File: src/rtl/char_buffer_arbiter.sv
// char_buffer_arbiter
// Arbitrates two character sources (UART and switches) onto a single-cell
// write port of a text character buffer. It handles backspace, carriage
// return and form feed. Form feed sweeps the whole buffer with spaces.
// Optional feature: define CHAR_ARB_ECHO_EN to add a one-entry echo register
// that returns every UART-accepted character on the tx_* channel.
module char_buffer_arbiter #(
  parameter int NUM_CHARS          = 60,
  parameter int NUM_CHARS_PER_LINE = 20,
  parameter int CHAR_WIDTH         = 8,
  localparam int AW                = $clog2(NUM_CHARS)
) (
  input  logic                  clk,
  input  logic                  reset,
  input  logic                  rx_valid,
  input  logic [CHAR_WIDTH-1:0] rx_data,
  output logic                  rx_ready,
  input  logic                  sw_valid,
  input  logic [CHAR_WIDTH-1:0] sw_data,
  output logic                  sw_ready,
  output logic                  wr_en,
  output logic [AW-1:0]         wr_addr,
  output logic [CHAR_WIDTH-1:0] wr_data,
  output logic [AW-1:0]         cursor,
  output logic                  busy
`ifdef CHAR_ARB_ECHO_EN
  ,
  output logic                  tx_valid,
  output logic [CHAR_WIDTH-1:0] tx_data,
  input  logic                  tx_ready
`endif
);

  typedef enum logic [0:0] {ST_IDLE = 1'b0, ST_CLEAR = 1'b1} state_e;

  localparam logic [CHAR_WIDTH-1:0] CH_BS    = CHAR_WIDTH'(8'h08);
  localparam logic [CHAR_WIDTH-1:0] CH_CR    = CHAR_WIDTH'(8'h0D);
  localparam logic [CHAR_WIDTH-1:0] CH_FF    = CHAR_WIDTH'(8'h0C);
  localparam logic [CHAR_WIDTH-1:0] CH_SPACE = CHAR_WIDTH'(8'h20);
  localparam logic [AW-1:0]         LAST_ADDR = AW'(NUM_CHARS - 1);

  state_e                state_q, state_d;
  logic                  rr_uart_last_q, rr_uart_last_d;
  logic                  wr_en_q, wr_en_d;
  logic [AW-1:0]         wr_addr_q, wr_addr_d;
  logic [CHAR_WIDTH-1:0] wr_data_q, wr_data_d;
  logic [AW-1:0]         cursor_q, cursor_d;
  logic                  busy_q, busy_d;
  logic [AW-1:0]         clr_addr_q, clr_addr_d;

  logic                  rx_elig_s;
  logic                  gnt_rx_s, gnt_sw_s;
  logic [CHAR_WIDTH-1:0] acc_data_s;
  logic [31:0]           next_line_s;

`ifdef CHAR_ARB_ECHO_EN
  logic                  tx_valid_q, tx_valid_d;
  logic [CHAR_WIDTH-1:0] tx_data_q, tx_data_d;

  // UART is held off while an un-drained echo would be overwritten
  always_comb begin
    rx_elig_s = rx_valid && !(tx_valid_q && !tx_ready);
  end
`else
  // UART eligibility depends only on its own valid
  always_comb begin
    rx_elig_s = rx_valid;
  end
`endif

  // Round-robin grant: a lone requester wins, a tie goes to the one not served last
  always_comb begin
    gnt_rx_s = 1'b0;
    gnt_sw_s = 1'b0;
    if (reset && (state_q == ST_IDLE)) begin
      if (rx_elig_s && sw_valid) begin
        if (rr_uart_last_q) begin
          gnt_sw_s = 1'b1;
        end else begin
          gnt_rx_s = 1'b1;
        end
      end else if (rx_elig_s) begin
        gnt_rx_s = 1'b1;
      end else if (sw_valid) begin
        gnt_sw_s = 1'b1;
      end else begin
        gnt_rx_s = 1'b0;
      end
    end else begin
      gnt_rx_s = 1'b0;
    end
    acc_data_s = gnt_rx_s ? rx_data : sw_data;
  end

  // Start of the line following the cursor's current line
  always_comb begin
    next_line_s = ((32'(cursor_q) / 32'(NUM_CHARS_PER_LINE)) + 32'd1) * 32'(NUM_CHARS_PER_LINE);
  end

  // Next-state logic: character decode in IDLE, space sweep in CLEAR
  always_comb begin
    state_d        = state_q;
    rr_uart_last_d = rr_uart_last_q;
    wr_en_d        = 1'b0;
    wr_addr_d      = wr_addr_q;
    wr_data_d      = wr_data_q;
    cursor_d       = cursor_q;
    busy_d         = busy_q;
    clr_addr_d     = clr_addr_q;
    case (state_q)
      ST_IDLE: begin
        if (gnt_rx_s || gnt_sw_s) begin
          rr_uart_last_d = gnt_rx_s;
          case (acc_data_s)
            CH_BS: begin
              if (cursor_q != '0) begin
                cursor_d  = cursor_q - AW'(1);
                wr_en_d   = 1'b1;
                wr_addr_d = cursor_q - AW'(1);
                wr_data_d = CH_SPACE;
              end else begin
                cursor_d = cursor_q;
              end
            end
            CH_CR: begin
              if (next_line_s >= 32'(NUM_CHARS)) begin
                cursor_d = '0;
              end else begin
                cursor_d = next_line_s[AW-1:0];
              end
            end
            CH_FF: begin
              state_d    = ST_CLEAR;
              busy_d     = 1'b1;
              clr_addr_d = '0;
            end
            default: begin
              wr_en_d   = 1'b1;
              wr_addr_d = cursor_q;
              wr_data_d = acc_data_s;
              cursor_d  = (cursor_q == LAST_ADDR) ? '0 : cursor_q + AW'(1);
            end
          endcase
        end else begin
          state_d = ST_IDLE;
        end
      end
      ST_CLEAR: begin
        wr_en_d   = 1'b1;
        wr_addr_d = clr_addr_q;
        wr_data_d = CH_SPACE;
        if (clr_addr_q == LAST_ADDR) begin
          state_d    = ST_IDLE;
          busy_d     = 1'b0;
          cursor_d   = '0;
          clr_addr_d = '0;
        end else begin
          clr_addr_d = clr_addr_q + AW'(1);
        end
      end
      default: begin
        state_d = ST_IDLE;
        busy_d  = 1'b0;
      end
    endcase
  end

  // State, write port, cursor and arbitration pointer registers
  always_ff @(posedge clk or negedge reset) begin
    if (!reset) begin
      state_q        <= ST_IDLE;
      rr_uart_last_q <= 1'b0;
      wr_en_q        <= 1'b0;
      wr_addr_q      <= '0;
      wr_data_q      <= '0;
      cursor_q       <= '0;
      busy_q         <= 1'b0;
      clr_addr_q     <= '0;
    end else begin
      state_q        <= state_d;
      rr_uart_last_q <= rr_uart_last_d;
      wr_en_q        <= wr_en_d;
      wr_addr_q      <= wr_addr_d;
      wr_data_q      <= wr_data_d;
      cursor_q       <= cursor_d;
      busy_q         <= busy_d;
      clr_addr_q     <= clr_addr_d;
    end
  end

`ifdef CHAR_ARB_ECHO_EN
  // Echo register: a new UART character takes precedence over draining
  always_comb begin
    tx_valid_d = tx_valid_q;
    tx_data_d  = tx_data_q;
    if (gnt_rx_s) begin
      tx_valid_d = 1'b1;
      tx_data_d  = rx_data;
    end else if (tx_valid_q && tx_ready) begin
      tx_valid_d = 1'b0;
    end else begin
      tx_valid_d = tx_valid_q;
    end
  end

  // Echo register storage
  always_ff @(posedge clk or negedge reset) begin
    if (!reset) begin
      tx_valid_q <= 1'b0;
      tx_data_q  <= '0;
    end else begin
      tx_valid_q <= tx_valid_d;
      tx_data_q  <= tx_data_d;
    end
  end

  assign tx_valid = tx_valid_q;
  assign tx_data  = tx_data_q;
`endif

  assign rx_ready = gnt_rx_s;
  assign sw_ready = gnt_sw_s;
  assign wr_en    = wr_en_q;
  assign wr_addr  = wr_addr_q;
  assign wr_data  = wr_data_q;
  assign cursor   = cursor_q;
  assign busy     = busy_q;

endmodule
File: config.mk
export PLATFORM = sky130hd
export DESIGN_NAME = char_buffer_arbiter
export DESIGN_NICKNAME = d
export VERILOG_FILES = /design/src/rtl/char_buffer_arbiter.sv
export SDC_FILE = /design/constraint.sdc
export NUM_CORES = 1
export LEC_CHECK = 0
export ABC_CLOCK_PERIOD_IN_PS = 4800
export BUFFER_PORTS_ARGS = -buffer_cell sky130_fd_sc_hd__buf_2
export CORE_UTILIZATION = 30
export DETAILED_ROUTE_END_ITERATION = 6
export PLACE_DENSITY_LB_ADDON = 0.25
export RECOVER_POWER = 50
export SLEW_MARGIN = 0
export SYNTH_ARGS = -nofsm -noshare
export SYNTH_HDL_FRONTEND = slang
export SYNTH_SLANG_ARGS = --single-unit
export TNS_END_PERCENT = 30
File: constraint.sdc
create_clock -name clk -period 4.8 [get_ports clk]
set_clock_uncertainty 0.15 [all_clocks]
set_input_delay 0.48 -clock clk [delete_from_list [all_inputs] [get_ports clk]]
set_output_delay 0.48 -clock clk [all_outputs]
set_load 0.03 [all_outputs]
==> flow_metrics.env, run 1 <==
export IMPL_reg2reg_slack_ps=2130
export IMPL_antenna_found_initial=0
export IMPL_synth_area_leaders="dfrtp_1 (34%), o21ai_0 (5.7%), nand2_1 (5.3%), mux2i_1 (4.1%), ha_1 (3.4%)"
export IMPL_cts_sinks=30
export IMPL_gr_total_overflow=0
export IMPL_multiInputGateArea_um2=1330
export IMPL_cts_buffer_depth=2
export IMPL_die_area_um2=7630
export IMPL_criticalPathCategory="input port to flop"
export IMPL_ys_types=64
export IMPL_ys_flop_type="dfrtp_1"
export IMPL_synth_seq_area_share_pct=34.4
export IMPL_synth_edf_count=0
export IMPL_track_usage_pct=17.2
export IMPL_fill_cells=750
export IMPL_place_hpwl_um=4470
export IMPL_p_int_mw=0.394
export IMPL_routedWlPerCell_um=15.4
export IMPL_diodes=0
export IMPL_clk_latency_ps=290
export IMPL_fin_crit_sh_pct=73.5
export IMPL_io_pins=44
export IMPL_yosysMostFrequentCell="nand2_1"
export IMPL_fin_crit_ps=3530
export IMPL_p_seq_share_pct=48.7
export IMPL_htree_levels=2
export IMPL_reg2reg_depth=7
export IMPL_first_iter_violations=118
export IMPL_finalHoldViolCount=0
export IMPL_grt_pass1_vias=1960
export IMPL_busiest_layer="met2"
export IMPL_start_util_pct=31.6
export IMPL_pre_cts_ws_ps=1670
export IMPL_ir_worst_vdd_v=0.0000705
export IMPL_p_sw_mw=0.155
export IMPL_p_per_area_nw_per_um2=215
export IMPL_synth_commonest_cells="nand2_1 (31), dfrtp_1 (30), o21ai_0 (25)"
export IMPL_die_h_um=87.3
export IMPL_worstHoldPathCells=2
export IMPL_drive_gt1_share_pct=19.5
export IMPL_rsz0062_at_grt="no"
export IMPL_yosysWarnings=0
export IMPL_worstPathArrival_ps=3560
export IMPL_nNetsFinal=318
export IMPL_postSynthCellCount=251
export IMPL_cp_max_fo=25
export IMPL_core_um2=6910
export IMPL_max_freq_mhz=283
export IMPL_grtUsageMet3_pct=3.98
export IMPL_max_cap_violations=0
export IMPL_fin_util_pct=37.0
export IMPL_syn_cell_area_um2=2180
export IMPL_synth_area_per_cell_um2=8.70
export IMPL_grt_max_degree=26
export IMPL_synth_top_cell_by_area="dfrtp_1"
export IMPL_ys_ff_latch=30
export IMPL_cts_root_buf="clkbuf_8"
export IMPL_use_met1_pct=23.8
export IMPL_slew_limit_headroom_pct=15.2
export IMPL_synthesis_nets=277
export IMPL_status="finished clean"
export IMPL_cts_tree="done"
export IMPL_tns_ps=0
export IMPL_setup_viol=0
export IMPL_layout_setup_ws_ps=1270
export IMPL_regArea_um2=751
export IMPL_cp_start_kind="input port"
export IMPL_numCtsBuffers=5
export IMPL_globalplace_congestion=0.850
export IMPL_die_x_um=87.3
export IMPL_wirelength_um=5990
export IMPL_p_comb_share_pct=11.2
export IMPL_p_sw_share_pct=28.2
export IMPL_area_growth_pct=16.9
export IMPL_vias_per_cell=5.44
export IMPL_endpoint_kind="flop"
export IMPL_clockPowerShare_pct=40.1
export IMPL_p_leak_nw=1.01
export IMPL_tightest_slew_ps=1270
export IMPL_synth_top_area_share_pct=34.4
export IMPL_grt_met2_usage_pct=25.0
export IMPL_clkTransAtPathRegs_ps=70
export IMPL_ant_nets=0
export IMPL_p_total_mw=0.549
export IMPL_portBuffers=43
export IMPL_grt_pass1_wl_um=10000
export IMPL_firstDrtPassIters=4
export IMPL_via_count=2115
export IMPL_hold_path_class="flop to flop"
export IMPL_slew_violations=0
export IMPL_route_detailed_drc=0
export IMPL_rows=30
export IMPL_crit_required_ps=4840
export IMPL_async_flop_share_pct=100
layer usage:
layer,vias up,wire length (µm)
met1,1028,2900
li1,1029,-
met3,12,270
met5,-,0
met4,0,136
met2,46,2680
power groups by stage:
stage          Combinational [mW]  Clock [mW]  Sequential, mW
5_1_grt                    0.0694       0.237           0.268
3_3_place_gp               0.0615           0           0.272
4_1_cts                    0.0623       0.227           0.267
3_5_place_dp               0.0614           0           0.272
6_report                   0.0616       0.220           0.267
2_1_floorplan              0.0362           0           0.269
cells by family (layout without fill, tap and decap cells):
logic type | Yosys count | count (layout) | synth area share (%)
AOI/OAI and AO/OA | 83 | 83 | 28.1
adders and majority gates | 7 | 7 | 3.89
xor gates and xnor gates | 1 | 1 | 0.401
buffers and inverters | 20 | 62 | 4.64
DFF | 30 | 30 | 34.4
and+or+nand+nor | 101 | 101 | 24.5
muxes | 9 | 9 | 4.12
worst paths after layout:
path	start	to
setup / recovery	reset	wr_addr[4]
hold / removal	wr_data[6]	wr_data[6]
setup reg to reg	state_q	wr_addr[4]
hold reg to reg	wr_data[6]	wr_data[6]
max in group asynchronous	reset	clr_addr_q[0]
min in group asynchronous	reset	wr_data[7]
per-stage QoR:
step	hold slack (ps)	cells	instance area, µm²
after detailed placement	214	380	2470
after global routing	352	389	2550
after CTS	330	389	2570
after floorplan	34.4	251	2180
after global placement	220	380	2470
final	326	389	2550
what timing repair did:
item	CTS	global route
buffers inserted	0	0
hold endpoints to repair	7	0
gates resized for setup	0	0
hold buffers	1	0
worst max-delay path: stages:
cell	delay, ps
dlygate4sd3_1	520
clkbuf_1	510
and3b_1	340
nand2_4	120
inv_2	240
a311oi_2	210
o2bb2ai_2	830
inv_2	60
o2111a_1	250
registers in the layout (all words and copies together), names as in the netlist:
signal and cells:
busy 1, clr_addr_q 6, state_q 1, cursor 6, wr_addr 6, rr_uart_last_q 1, wr_data 8, wr_en 1
layout make-up:
| cell class | count | share of cell area [%] |
|---|---|---|
| timing repair buffer | 46 | 8.62 |
| tap | 96 | 4.70 |
| multi-input combinational | 201 | 52.2 |
| clock buffer | 6 | 3.23 |
| inverter | 8 | 1.37 |
| clock inverter | 2 | 0.490 |
| sequential | 30 | 29.4 |
cell usage in the layout, fill, tap and decap left out, types with 2 or more instances in the layout:
| cell type | n |
|---|---|
| nand2_1 | 31 |
| dfrtp_1 | 30 |
| buf_2 | 30 |
| o21ai_0 | 25 |
| nor2_1 | 20 |
| clkbuf_1 | 14 |
| a21oi_1 | 9 |
| mux2i_1 | 9 |
| o31ai_1 | 8 |
| nor3_1 | 7 |
| nand3_1 | 6 |
| nand2b_1 | 6 |
| ha_1 | 6 |
| clkbuf_8 | 6 |
| inv_1 | 5 |
| nand4_1 | 5 |
| o41ai_1 | 5 |
| nor2b_1 | 4 |
| nand3b_1 | 3 |
| a32o_1 | 3 |
| a31oi_1 | 3 |
| inv_2 | 2 |
| and2_1 | 2 |
| a211oi_1 | 2 |
| a22o_1 | 2 |
| o211ai_1 | 2 |
| a41oi_1 | 2 |
| and4b_1 | 2 |
| and3_1 | 2 |
| a22oi_1 | 2 |
| a31o_1 | 2 |
| a21o_1 | 2 |
(Power assumes the default switching activity.)
==> inputs of run 2 (changes only) <==
--- a/config.mk
+++ b/config.mk
@@ -5,7 +5,8 @@
 export SDC_FILE = /design/constraint.sdc
 export NUM_CORES = 1
 export LEC_CHECK = 0
-export ABC_CLOCK_PERIOD_IN_PS = 4800
+export ABC_AREA = 1
+export ABC_CLOCK_PERIOD_IN_PS = 3000
 export BUFFER_PORTS_ARGS = -buffer_cell sky130_fd_sc_hd__buf_2
 export CORE_UTILIZATION = 30
 export DETAILED_ROUTE_END_ITERATION = 6
==> constraint.sdc (replaced) <==
create_clock -name clk -period 3 [get_ports clk]
set_clock_uncertainty 0.15 [all_clocks]
set_input_delay 0.3 -clock clk [delete_from_list [all_inputs] [get_ports clk]]
set_output_delay 0.3 -clock clk [all_outputs]
set_load 0.03 [all_outputs]
==> run 2 against run 1 <==
The run now ends with max-capacitance violations, max-slew violations left. Utilization about the same. Hold slack got worse by 67 ps. First-iteration DRC count increased by 10%. Sequential share of layout area about the same. Synthesized cell count increased by 31%. Design area about the same. Critical path type unchanged. Critical endpoint unchanged.
==> flow_metrics.env, run 2 <==
export IMPL_status="finished, violations left"
export IMPL_violations="max-capacitance violations, max-slew violations"
export IMPL_synth_commonest_cells="nand2_1 (128), inv_1 (37), nand3_1 (33)"
export IMPL_endpoint_kind="flop"
export IMPL_synth_area_per_cell_um2=6.65
export IMPL_htree_levels=2
export IMPL_largest_reg_flops=8
export IMPL_track_usage_pct=15.3
export IMPL_multiInputGateArea_um2=1180
export IMPL_nNetsFinal=397
export IMPL_ys_flop_type="dfrtp_1"
export IMPL_synthesis_nets=355
export IMPL_hold_path_class="input port to flop"
export IMPL_clk_latency_ps=280
export IMPL_ys_types=27
export IMPL_setup_viol=0
export IMPL_layout_common_cells="nand2_1 (128), inv_1 (37), nand3_1 (33)"
export IMPL_first_iter_violations=130
export IMPL_grtUsageMet3_pct=3.60
export IMPL_grt_met2_usage_pct=24.4
export IMPL_route_detailed_drc=0
export IMPL_use_met1_pct=20.7
export IMPL_layout_commonest_cell="nand2_1"
export IMPL_rsz0062_at_grt="no"
export IMPL_postSynthCellCount=329
export IMPL_synth_top_cell_by_area="dfrtp_1"
export IMPL_crit_required_ps=3020
export IMPL_yosysWarnings=0
export IMPL_slew_limit_headroom_pct=-14.9
export IMPL_cp_start_kind="input port"
export IMPL_grt_pass1_wl_um=9000
export IMPL_gr_total_overflow=0
export IMPL_cts_tree="done"
export IMPL_cp_max_fo=24
export IMPL_syn_cell_area_um2=2190
export IMPL_wirelength_um=5620
export IMPL_vias_per_cell=4.62
export IMPL_diodes=0
export IMPL_grt_max_degree=31
export IMPL_rows=30
export IMPL_grt_pass1_vias=1947
export IMPL_async_flop_share_pct=100
export IMPL_synth_seq_area_share_pct=34.3
export IMPL_place_hpwl_um=4220
export IMPL_pre_cts_ws_ps=504
export IMPL_layout_setup_ws_ps=319
export IMPL_holdWs_ps=259
export IMPL_globalplace_congestion=0.954
export IMPL_core_um2=6910
export IMPL_max_freq_mhz=373
export IMPL_finalHoldViolCount=0
export IMPL_p_total_mw=0.804
export IMPL_tightest_slew_ps=1720
export IMPL_clkTransAtPathRegs_ps=70
export IMPL_start_util_pct=31.7
export IMPL_die_x_um=87.4
export IMPL_slew_violations=31
export IMPL_area_growth_pct=16.6
export IMPL_cts_buffer_depth=2
export IMPL_die_area_um2=7640
export IMPL_ctsResizeCount=0
export IMPL_via_count=2160
export IMPL_die_h_um=87.4
export IMPL_regArea_um2=751
export IMPL_criticalPathCategory="input port to flop"
export IMPL_fin_crit_ps=2680
export IMPL_busiest_layer="met2"
export IMPL_p_leak_nw=1.39
export IMPL_fin_util_pct=36.9
export IMPL_ys_ff_latch=30
export IMPL_cts_sinks=30
export IMPL_yosysMostFrequentCell="nand2_1"
export IMPL_numCtsBuffers=5
export IMPL_cts_root_buf="clkbuf_8"
export IMPL_synth_edf_count=0
export IMPL_firstDrtPassIters=4
export IMPL_fin_crit_sh_pct=89.4
export IMPL_tns_ps=0
export IMPL_p_per_area_nw_per_um2=315
export IMPL_max_cap_violations=1
export IMPL_worstPathArrival_ps=2700
export IMPL_io_pins=44
export IMPL_synth_top_area_share_pct=34.3
export IMPL_antenna_found_initial=0
export IMPL_ir_worst_vdd_v=0.000154
export IMPL_ant_nets=0
export IMPL_drive_gt1_share_pct=15.1
export IMPL_fill_cells=771
export IMPL_synth_area_leaders="dfrtp_1 (34%), nand2_1 (22%), nand3_1 (7.6%), inv_1 (6.4%), ha_1 (3.4%)"
export IMPL_routedWlPerCell_um=12.0
export IMPL_portBuffers=43
-- run 2: cell count changes after synthesis, moves of 6 or more --
cell      previous run  this run
nand3_1              6        33
xor2_1               0         6
a21oi_1              9         2
mux2i_1              9         0
nand2b_1             6         0
o21ai_0             25        13
o21ai_1              1        10
nand2_1             31       128
o31ai_1              8         0
nor2_1              20        12
inv_1                5        37
-- run 2: where the power goes --
part	internal [mW]	switching, mW
clock	0.184	0.163
combinational	0.0190	0.0313
sequential	0.405	0.000671
total	0.608	0.195
-- run 2: area by class of cell --
type,instances,area share (%)
multi-input cells,242,46.3
flip-flops and latches,30,29.4
repair buffers,49,9.51
inverters,43,6.33
well taps,96,4.71
clock buffers,6,3.24
clock inverters,2,0.490
-- run 2: metal layers --
metal	part of all wire (%)	vias to the layer above
met5	0	-
met1	50	967
li1	-	1125
met2	43	60
met4	1.1	0
met3	5.8	8
-- run 2: path summary, 6_finish.rpt --
| kind | start | endpoint | slack [ps] | depth (start not counted) |
|---|---|---|---|---|
| worst min-delay path | sw_data[7] | wr_data[7] | 260 | 5 |
| worst max-delay path | reset | wr_addr[4] | 320 | 16 |
| worst max register to register | rr_uart_last_q | wr_addr[4] | 570 | 13 |
| max in group asynchronous | reset | cursor[4] | 730 | 3 |
| worst min register to register | busy | busy | 320 | 2 |
| min in group asynchronous | reset | wr_data[0] | 970 | 3 |
-- run 2: cells by family after synthesis --
logic type                 count (synthesis)  synth area share (%)
AOI/OAI and AO/OA                         28                  6.87
xor gates and xnor gates                   6                  2.40
adders and majority gates                  6                  3.43
and+or+nand+nor                          202                  41.3
DFF                                       30                  34.3
buffers and inverters                     57                  11.7
-- run 2: repair_timing --
item	CTS	global route
endpoints found under the hold margin	30	0
setup buffers	0	0
hold buffers	1	0
-- run 2: critical path, cell delays in order --
cell and delay [ps]:
dlygate4sd3_1 530, buf_1 100, inv_1 60, nor2_2 50
nand2_1 270, nand2_1 130, nand2_1 80, nand2_1 80
nor2_4 290, nand2_2 150, nand2_1 100, nand2_1 80
nand2_4 240, inv_2 100, nand2_1 80, nand2_1 50
-- run 2: per-stage QoR --
stage / cells / area, µm²
global route: 468 / 2550
global placement: 459 / 2470
finish: 468 / 2550
floorplan: 329 / 2190
detailed placement: 459 / 2470
CTS: 468 / 2570
==> inputs of run 3 (changes only) <==
--- a/config.mk
+++ b/config.mk
@@ -8,7 +8,7 @@
 export ABC_AREA = 1
 export ABC_CLOCK_PERIOD_IN_PS = 3000
 export BUFFER_PORTS_ARGS = -buffer_cell sky130_fd_sc_hd__buf_2
-export CORE_UTILIZATION = 30
+export CORE_UTILIZATION = 40
 export DETAILED_ROUTE_END_ITERATION = 6
 export PLACE_DENSITY_LB_ADDON = 0.25
 export RECOVER_POWER = 50
==> run 3 against run 2 <==
The flow still finishes with violations (max-capacitance violations, max-slew violations). Total power fell by 1.9%. Count of clock-buffer cells in the layout rose by 1. Setup slack got worse by 29 ps. Critical path type unchanged. Largest power group unchanged.
==> flow_metrics.env, run 3 (synthesized netlist as in run 2, its figures left out) <==
export IMPL_status="finished, violations left"
export IMPL_violations="max-capacitance violations, max-slew violations"
export IMPL_cts_sinks=30
export IMPL_firstDrtPassIters=4
export IMPL_drive_gt1_share_pct=14.9
export IMPL_criticalPathCategory="input port to flop"
export IMPL_diodes=0
export IMPL_die_area_um2=5770
export IMPL_fin_util_pct=48.4
export IMPL_p_seq_share_pct=51.5
export IMPL_slew_violations=31
export IMPL_ant_nets=0
export IMPL_grt_pass1_wl_um=9160
export IMPL_tightest_slew_ps=1640
export IMPL_ir_worst_vdd_v=0.000192
export IMPL_area_growth_pct=14.5
export IMPL_pre_cts_ws_ps=326
export IMPL_route_detailed_drc=0
export IMPL_post_dp_cell_area_um2=2420
export IMPL_slew_limit_headroom_pct=-9.56
export IMPL_crit_required_ps=3010
export IMPL_clk_latency_ps=280
export IMPL_finalHoldViolCount=0
export IMPL_layout_setup_ws_ps=290
export IMPL_antenna_found_initial=0
export IMPL_die_x_um=75.9
export IMPL_worstHoldPathCells=5
export IMPL_routedWlPerCell_um=11.9
export IMPL_regArea_um2=751
export IMPL_globalplace_congestion=0.866
export IMPL_grt_pass1_vias=2039
export IMPL_p_sw_mw=0.180
export IMPL_start_util_pct=42.3
export IMPL_hold_path_class="input port to flop"
export IMPL_cp_start_kind="input port"
export IMPL_p_per_area_nw_per_um2=315
export IMPL_core_um2=5170
export IMPL_dp_cells=431
export IMPL_reg2reg_depth=13
export IMPL_rsz0062_at_grt="no"
export IMPL_grt_max_degree=31
export IMPL_cp_max_fo=24
export IMPL_rows=26
export IMPL_htree_levels=2
export IMPL_die_h_um=75.9
export IMPL_tns_ps=0
export IMPL_gr_total_overflow=0
export IMPL_cts_tree="done"
export IMPL_fin_area_um2=2500
export IMPL_multiInputGateArea_um2=1180
export IMPL_place_hpwl_um=3950
export IMPL_portBuffers=43
export IMPL_endpoint_kind="flop"
export IMPL_holdWs_ps=231
export IMPL_layout_commonest_cell="nand2_1"
export IMPL_clkTransAtPathRegs_ps=60
export IMPL_final_cells=440
export IMPL_fin_crit_ps=2710
export IMPL_p_total_mw=0.789
export IMPL_p_sw_share_pct=22.9
export IMPL_largest_reg_flops=8
export IMPL_max_cap_violations=1
export IMPL_p_leak_nw=1.39
export IMPL_wirelength_um=5230
export IMPL_vias_per_cell=4.96
export IMPL_io_pins=44
export IMPL_via_count=2182
export IMPL_max_freq_mhz=369
export IMPL_track_usage_pct=19.7
export IMPL_cts_root_buf="clkbuf_8"
export IMPL_nNetsFinal=395
export IMPL_cts_buffer_depth=2
export IMPL_first_iter_violations=145
export IMPL_fin_crit_sh_pct=90.3
export IMPL_numCtsBuffers=5
export IMPL_postCtsSetupBuffers=0
export IMPL_worstPathArrival_ps=2720
export IMPL_p_int_mw=0.608
export IMPL_setup_viol=0
export IMPL_p_comb_share_pct=6.1
export IMPL_clockPowerShare_pct=42.4
export IMPL_fill_cells=545
export IMPL_layout_common_cells="nand2_1 (127), inv_1 (37), nand3_1 (33)"
[run 3: cell types whose count changed in the layout (fill, tap and decap cells not counted), sizes merged]
cell      delta
buf          -2
clkbuf       +1
clkinvlp     -1
[run 3: critical path, cell delays in order]
cell,delay (ps)
dlygate4sd3_1,520
buf_2,100
inv_1,50
nor2_2,160
buf_4,200
nand3b_1,110
nand2_1,110
nand2_1,90
nor2_4,280
nand2_2,150
nand2_1,90
nand2_1,80
nand2_4,240
inv_2,110
nand2_1,80
nand2_1,60
[run 3: area by class of cell]
cell class	count	area share (%)
multi-input cells	242	47.3
flip-flops and latches	30	30.0
repair buffers	47	9.15
inverters	43	6.45
well taps	70	3.50
clock buffers	7	3.45
clock inverters	1	0.200
[run 3: worst paths after layout]
check	to	startpoint	slack (ps)
max in group asynchronous	cursor[3]	reset	830
worst min-delay path	wr_data[1]	sw_data[1]	230
worst max-delay path	wr_addr[5]	reset	290
min in group asynchronous	wr_data[6]	reset	920
worst max register to register	wr_addr[5]	state_q	360
worst min register to register	busy	busy	330
[run 3: layer usage]
| layer | up-vias | global-route usage, % | part of all wire (%) |
|---|---|---|---|
| li1 | 1120 | - | - |
| met1 | 1019 | 26.5 | 48 |
| met2 | 35 | 31.5 | 47 |
| met3 | 8 | 3.73 | 3.2 |
| met4 | 0 | 6.92 | 1.6 |
| met5 | - | 0 | 0 |
[run 3: power groups by stage]
stage | logic (mW) | clock network (mW) | registers, mW
floorplan | 0.0245 | 0 | 0.413
global placement | 0.0481 | 0 | 0.413
detailed placement | 0.0488 | 0 | 0.413
CTS | 0.0499 | 0.341 | 0.406
global route | 0.0553 | 0.358 | 0.406
finish | 0.0485 | 0.334 | 0.406
[run 3: timing repair]
| item | CTS | global route |
|---|---|---|
| hold buffers | 1 | 0 |
| hold endpoints to repair | 30 | 0 |
| endpoints found under the setup margin | 0 | 2 |
| gates resized for setup | 0 | 1 |
